## src/rtl/pc_redirect_ctrl.sv

```systemverilog
// rtl/pc_redirect_ctrl.sv - fetch PC register with prioritized, stall-buffered redirect control
module pc_redirect_ctrl #(
   parameter logic [31:0] RESET_VECTOR = 32'h0000_0000,
   parameter int          CNT_W        = 16
) (
   input  logic             Clk,
   input  logic             Rst_n,
   input  logic             Stall,
   input  logic             JRReq,
   input  logic             JReq,
   input  logic             BranchReq,
   input  logic             BranchTaken,
   input  logic [31:0]      JRAddress,
   input  logic [31:0]      JumpAddress,
   input  logic [31:0]      BranchAddress,
   output logic [31:0]      PC,
   output logic [1:0]       SelCode,
   output logic [31:0]      NextAddress,
   output logic             IF_Flush,
   output logic             AddrErr,
   output logic [CNT_W-1:0] RedirectCount
);

   localparam logic [1:0] SEL_JR  = 2'b00;
   localparam logic [1:0] SEL_J   = 2'b01;
   localparam logic [1:0] SEL_BR  = 2'b10;
   localparam logic [1:0] SEL_SEQ = 2'b11;

   typedef enum logic {RUN, PEND} state_t;

   state_t      state, state_nxt;
   logic [1:0]  pend_code;
   logic [31:0] pend_target;
   logic        req_valid;
   logic [1:0]  win_code;
   logic [31:0] win_target;
   logic [31:0] raw_target;
   logic        apply;
   logic        latch;

   always_comb begin
      req_valid  = 1'b1;
      win_code   = SEL_JR;
      win_target = JRAddress;
      if (JRReq) begin
         win_code   = SEL_JR;
         win_target = JRAddress;
      end else if (JReq) begin
         win_code   = SEL_J;
         win_target = JumpAddress;
      end else if (BranchReq && BranchTaken) begin
         win_code   = SEL_BR;
         win_target = BranchAddress;
      end else begin
         req_valid  = 1'b0;
         win_code   = SEL_SEQ;
         win_target = PC + 32'd4;
      end
   end

   // raw_target keeps the unaligned target so a misaligned redirect can be flagged when applied
   always_comb begin
      state_nxt  = state;
      SelCode    = SEL_SEQ;
      raw_target = PC + 32'd4;
      apply      = 1'b0;
      latch      = 1'b0;
      case (state)
         RUN: begin
            if (req_valid) begin
               SelCode    = win_code;
               raw_target = win_target;
               if (Stall) begin
                  latch     = 1'b1;
                  state_nxt = PEND;
               end else begin
                  apply = 1'b1;
               end
            end
         end
         PEND: begin
            SelCode    = pend_code;
            raw_target = pend_target;
            if (!Stall) begin
               apply     = 1'b1;
               state_nxt = RUN;
            end
         end
         default: state_nxt = RUN;
      endcase
      NextAddress = {raw_target[31:2], 2'b00};
      IF_Flush    = apply;
      if (!Rst_n) begin
         SelCode     = SEL_SEQ;
         NextAddress = RESET_VECTOR + 32'd4;
         IF_Flush    = 1'b0;
         apply       = 1'b0;
         latch       = 1'b0;
      end
   end

   always_ff @(posedge Clk) begin
      if (!Rst_n) begin
         state         <= RUN;
         PC            <= RESET_VECTOR;
         pend_code     <= SEL_SEQ;
         pend_target   <= 32'd0;
         AddrErr       <= 1'b0;
         RedirectCount <= '0;
      end else begin
         state <= state_nxt;
         if (latch) begin
            pend_code   <= win_code;
            pend_target <= win_target;
         end
         if (!Stall) begin
            PC <= NextAddress;
         end
         if (apply) begin
            if (raw_target[1:0] != 2'b00) begin
               AddrErr <= 1'b1;
            end
            if (RedirectCount != {CNT_W{1'b1}}) begin
               RedirectCount <= RedirectCount + CNT_W'(1);
            end
         end
      end
   end

endmodule

```

## config.mk

```make
export PLATFORM = sky130hd
export DESIGN_NAME = pc_redirect_ctrl
export DESIGN_NICKNAME = d
export VERILOG_FILES = /design/src/rtl/pc_redirect_ctrl.sv
export SDC_FILE = /design/constraint.sdc
export NUM_CORES = 1
export LEC_CHECK = 0
export CORE_MARGIN = 1
export CORE_UTILIZATION = 30
export CTS_BUF_LIST = sky130_fd_sc_hd__clkbuf_4 sky130_fd_sc_hd__clkbuf_8 sky130_fd_sc_hd__clkbuf_16
export DETAILED_ROUTE_END_ITERATION = 10
export PLACE_DENSITY = 0.57
export SLEW_MARGIN = 20
export SYNTH_ARGS = -nofsm -noshare
export SYNTH_HDL_FRONTEND = slang
export SYNTH_SLANG_ARGS = --single-unit
```

## constraint.sdc

```tcl
create_clock -name Clk -period 2.5 [get_ports Clk]
set_input_delay 0.25 -clock Clk [delete_from_list [all_inputs] [get_ports Clk]]
set_output_delay 0.25 -clock Clk [all_outputs]
set_load 0.05 [all_outputs]
```

# == Word-level counts from Yosys, hierarchy flattened ==
# Index checks and enable logic that the tools add are counted.
# totals
regBits,84
out_inout_bits,84
word_cells,38
# classes
addsub,2
eq_ne,1
mux,24
bitwise,1
n_reduce_logical,4
# op_table
op,count
2-to-1 mux 32 bit,5
one-hot mux 32 bit (2 select lines),1
adder 32 x 3 -> 32 bit (second input constant),1
adder 16 x 1 -> 16 bit (second input constant),1
inequality test 16 bit (second input constant),1
2-to-1 mux 1 bit,11
2-to-1 mux 2 bit,4
one-hot mux 1 bit (2 select lines),2
one-hot mux 2 bit (2 select lines),1
AND reduction 2 bit,2
nonzero test 2 bit,1
logical AND 1 bit,1
NOT 1 bit,1

# == Longest topological paths before layout ==
# depth
word_depth,8
ltp_mapped,8
depth_no_buf,7

# == Worst setup path after synthesis ==
# No wires, ideal clock.
# synth_path
path_type,register to output
from,register PC[4]
to,output NextAddress[20]
arrival_time_ns,3.348
required_ns,2.250
slack_ns,-1.098
stages_incl_launch_ff,7
cell_sequence,dfxtp_1 > nand4_2 > nor4_4 > mux2i_1 > a211oi_2 > nor3_1 > nor4_1
# synth_between
elab_chain_cells,7
# synth_rtl
item,line,rtl
from (decl),16,"output logic [31:0] PC,"
from (signal assigned),117,PC <= NextAddress;
adder 32 x 3 -> 32 bit *,"57, 65",
2-to-1 mux 32 bit,51,end else if (BranchReq && BranchTaken) begin
2-to-1 mux 32 bit,48,end else if (JReq) begin
2-to-1 mux 32 bit,45,if (JRReq) begin
2-to-1 mux 32 bit *,70,if (req_valid) begin
one-hot mux 32 bit (2 select lines) *,68,case (state)
2-to-1 mux 32 bit *,93,if (!Rst_n) begin
to (decl),18,"output logic [31:0] NextAddress,"
# Mark *: on every way between the ends. The rest lies on a longest branch, timed or not.

# == Worst setup path after layout ==
# layout_path
from,register PC[3]
to,output NextAddress[8]
# Same word-level chain as after synthesis.

==> results.ini <==
[cells_and_area]
final_core_utilization = 0.532
filler_cell_count = 1718
finalNetCount = 1104
syn2layout_area_growth_pct = 73.5
multiInputGateArea_um2 = 4070
layout.cells.most_common = clkdlybuf4s50_1
final_cells = 1234
drive_gt1_frac = 0.281
post-route-cell-area_um2 = 9560
ff_latch_area_um2 = 1700
final_cell_mix = clkdlybuf4s50_1 (143), buf_4 (110), nand2_1 (95), nor2_1 (71), dfxtp_1 (61)

[clock_tree]
htree_num_levels = 3
hold_buffers = 0
cts_tree = built
worst_skew_pair_later_pin_latency_ns = 0.35
cts_max_path_buffers = 2
cts_made_buffers = 9
clock_sink_count = 82
path_clk_slew_ns = 0.07
root_buffer = clkbuf_16

[run]
max_cap_viol_count = 0

[timing]
max_freq_mhz = 398
worst_slew_pin_slew_ns = 0.651
grt_setup_unrepaired = yes
part_of_the_cycle_the_worst_path_needs = 1.00
setup_violations = 2
timing.setup.tns_ns = -0.0157
final_worst_setup_slack_ns = -0.0122
slew-limit-headroom = 0.566
period_minus_slack_ns = 2.51
clock_skew_ns = 0.00895
slew_violations = 0
hold_violations = 0

[worst_setup_path]
data_arrival_time_at_the_worst_slack_endpoint_ns = 2.26
crit_type = register to output port
cp-start-kind = register
worstPathRequired_ns = 2.25
crit_buf_inv = 2
timing.critical_path.slowest_stage_cell = dfxtp_4
kind_of_cell_adding_the_most_delay_to_the_critical_path = compound AO/OA/AOI/OAI gates
cpPeakStageDelay_ns = 0.39
rr_startpoint = PC[2]
timing.critical_path.cells = ha_4 > inv_2 > or3_4 > a311oi_2 > a211oi_2 > o31ai_2 > and2_4 > buf_12
cp-end-kind = output port
crit_path_max_fanout = 4
setup.reg_to_reg.worst_slack_ns = 0.42
worstSetupStartpoint = PC[3]

[placement]
dpl_hpwl_um = 16300
place.gp.congestion = 0.860
post_dp_cell_area_um2 = 8470
portBuffers = 182
post-place-cells = 1177

[die]
die_width_um = 137
die_h_um = 137
design.portCount = 187
placeableCoreArea_um2 = 18000
die_area_um2 = 18900
num_rows = 49
starting_density_of_the_core = 0.307

[global_routing]
grt_max_degree = 62
via_count_of_the_first_global_routing_pass = 6171
gr-usage-all-layers = 0.240
grt_pass1_wl_um = 34400
antenna_found_initial = 5
globalRouteOverflowTotal = 0

[pwr]
ir_worst_vdd_mv = 0.495
power_mw = 4.63
leakagePower_nw = 3.79
power.density_cell_area_nw_per_um2 = 484

[synthesis]
postSynthCellCount = 742
synth.yosys.seq_area_share = 0.298
syn_area_per_cell_um2 = 7.42
post_synth_main_area_contributors = dfxtp_1 (30%), nand2_1 (6.7%), nor2_1 (5.0%)
synth.yosys.warnings = 0
synth_largest_type_area_fraction = 0.298
top_flip_flop_cell_by_instance_count_after_synthesis = dfxtp_1
synth_top_area_cell = dfxtp_1
synth_seq_cells = 82
synthArstFlopShare = 0
synthesis.area_um2 = 5510
distinct_cell_type_count_after_synthesis = 75
synth_edf_count = 0

[route]
route.detailed.wl_per_inst_um = 18.4
tritonroute_pass_1_iters = 7
routed_wl_um = 22700
antenna_left = 0
num_vias = 6566
route.detailed.drc = 0
route.detailed.vias_per_inst = 5.32
drt_first_iter_violations = 323

[status]
violations_in_the_final_reports = negative setup slack
status = finished, violations left

[worst_hold_path]
worst_hold_path_type = input pin to register
hold_start = Stall

## through the flow
step	hold slack, ns	setup slack, ns
3_3_place_gp	0.440	-0.0703
2_1_floorplan	0.431	-0.405
4_1_cts	0.310	-0.0634
3_5_place_dp	0.442	-0.0778
5_1_grt	0.329	-0.122
6_report	0.325	-0.0122
## flip-flops by register name, summed over array words and instances, names as in the netlist
signal / count
pend_target: 32
PC: 30
RedirectCount: 16
pend_code: 2
AddrErr: 1
state: 1
## worst register-to-register path, cell delays in order, from the launching register on
cell     delay [ns]
dfxtp_4        0.37
buf_4          0.16
nand3_1        0.14
nor3_2         0.20
buf_4          0.20
nand4_1        0.17
buf_4          0.19
or3_1          0.29
a21o_1         0.18
a21oi_1        0.11
## synth_stat cells (6+ instances only)
cell type,count
nand2_1,99
nand4_1,17
clkbuf_1,44
o211a_1,7
o21ai_0,53
nand3_1,28
and4_1,7
and2_1,16
a21oi_1,47
and3_1,14
xnor2_1,15
xor2_1,15
a211oi_1,12
buf_2,8
o31ai_1,10
nor3_1,19
a31oi_1,6
dfxtp_1,82
nor2_1,74
nor3b_1,7
o22ai_1,8
mux2i_1,14
inv_1,11
nand2b_1,17
nor2b_1,6
## repair_timing
action | 4_1_cts | 5_1_grt
resized for setup | 47 | 62
pin swaps | 22 | 26
buffers inserted | 21 | 19
setup endpoints to repair | 23 | 31
gates cloned | 0 | 1
hold endpoints to repair | 0 | 0
## layer usage
| layer | GRT usage | share of wire | up-vias |
|---|---|---|---|
| met4 | 0.0617 | 0.022 | 4 |
| met3 | 0.0607 | 0.076 | 36 |
| met2 | 0.385 | 0.46 | 263 |
| met5 | 0 | 0.0014 | - |
| met1 | 0.319 | 0.44 | 3067 |
| li1 | - | - | 3196 |
## area by class of cell
type / count / share of cell area
Multi-Input combinational cell: 590 / 0.426
Sequential cell: 82 / 0.178
Antenna cell: 2 / 0.000524
Clock buffer: 11 / 0.0264
Clock inverter: 5 / 0.00890
Inverter: 13 / 0.00511
Timing Repair Buffer: 302 / 0.325
Tap cell: 229 / 0.0300
## report_power, final
| part | leakage (nW) | total [mW] | switching, mW | internal (mW) |
|---|---|---|---|---|
| clock network | 0.162 | 1.53 | 0.599 | 0.936 |
| logic | 2.94 | 1.61 | 0.878 | 0.731 |
| registers | 0.685 | 1.48 | 0.0894 | 1.39 |
| total | 3.79 | 4.63 | 1.57 | 3.06 |
## path summary, 6_finish.rpt
path,to,cells past startpoint
min,AddrErr,3
max reg2reg,PC[31],9
max,NextAddress[8],8
min reg2reg,pend_target[15],2
## kinds of logic (layout without fill, tap and decap cells)
family	Yosys count	in the layout	share of synthesized area
DFF	82	82	0.298
xor gates and xnor gates	30	30	0.0477
buffers and inverters	73	331	0.0550
AOI/OAI and AO/OA	204	204	0.254
adders and majority gates	3	3	0.00682
and+or+nand+nor	334	334	0.310
muxes	15	15	0.0275
other	1	6	0.000681
Note: power is estimated with default switching activity, not from simulation.
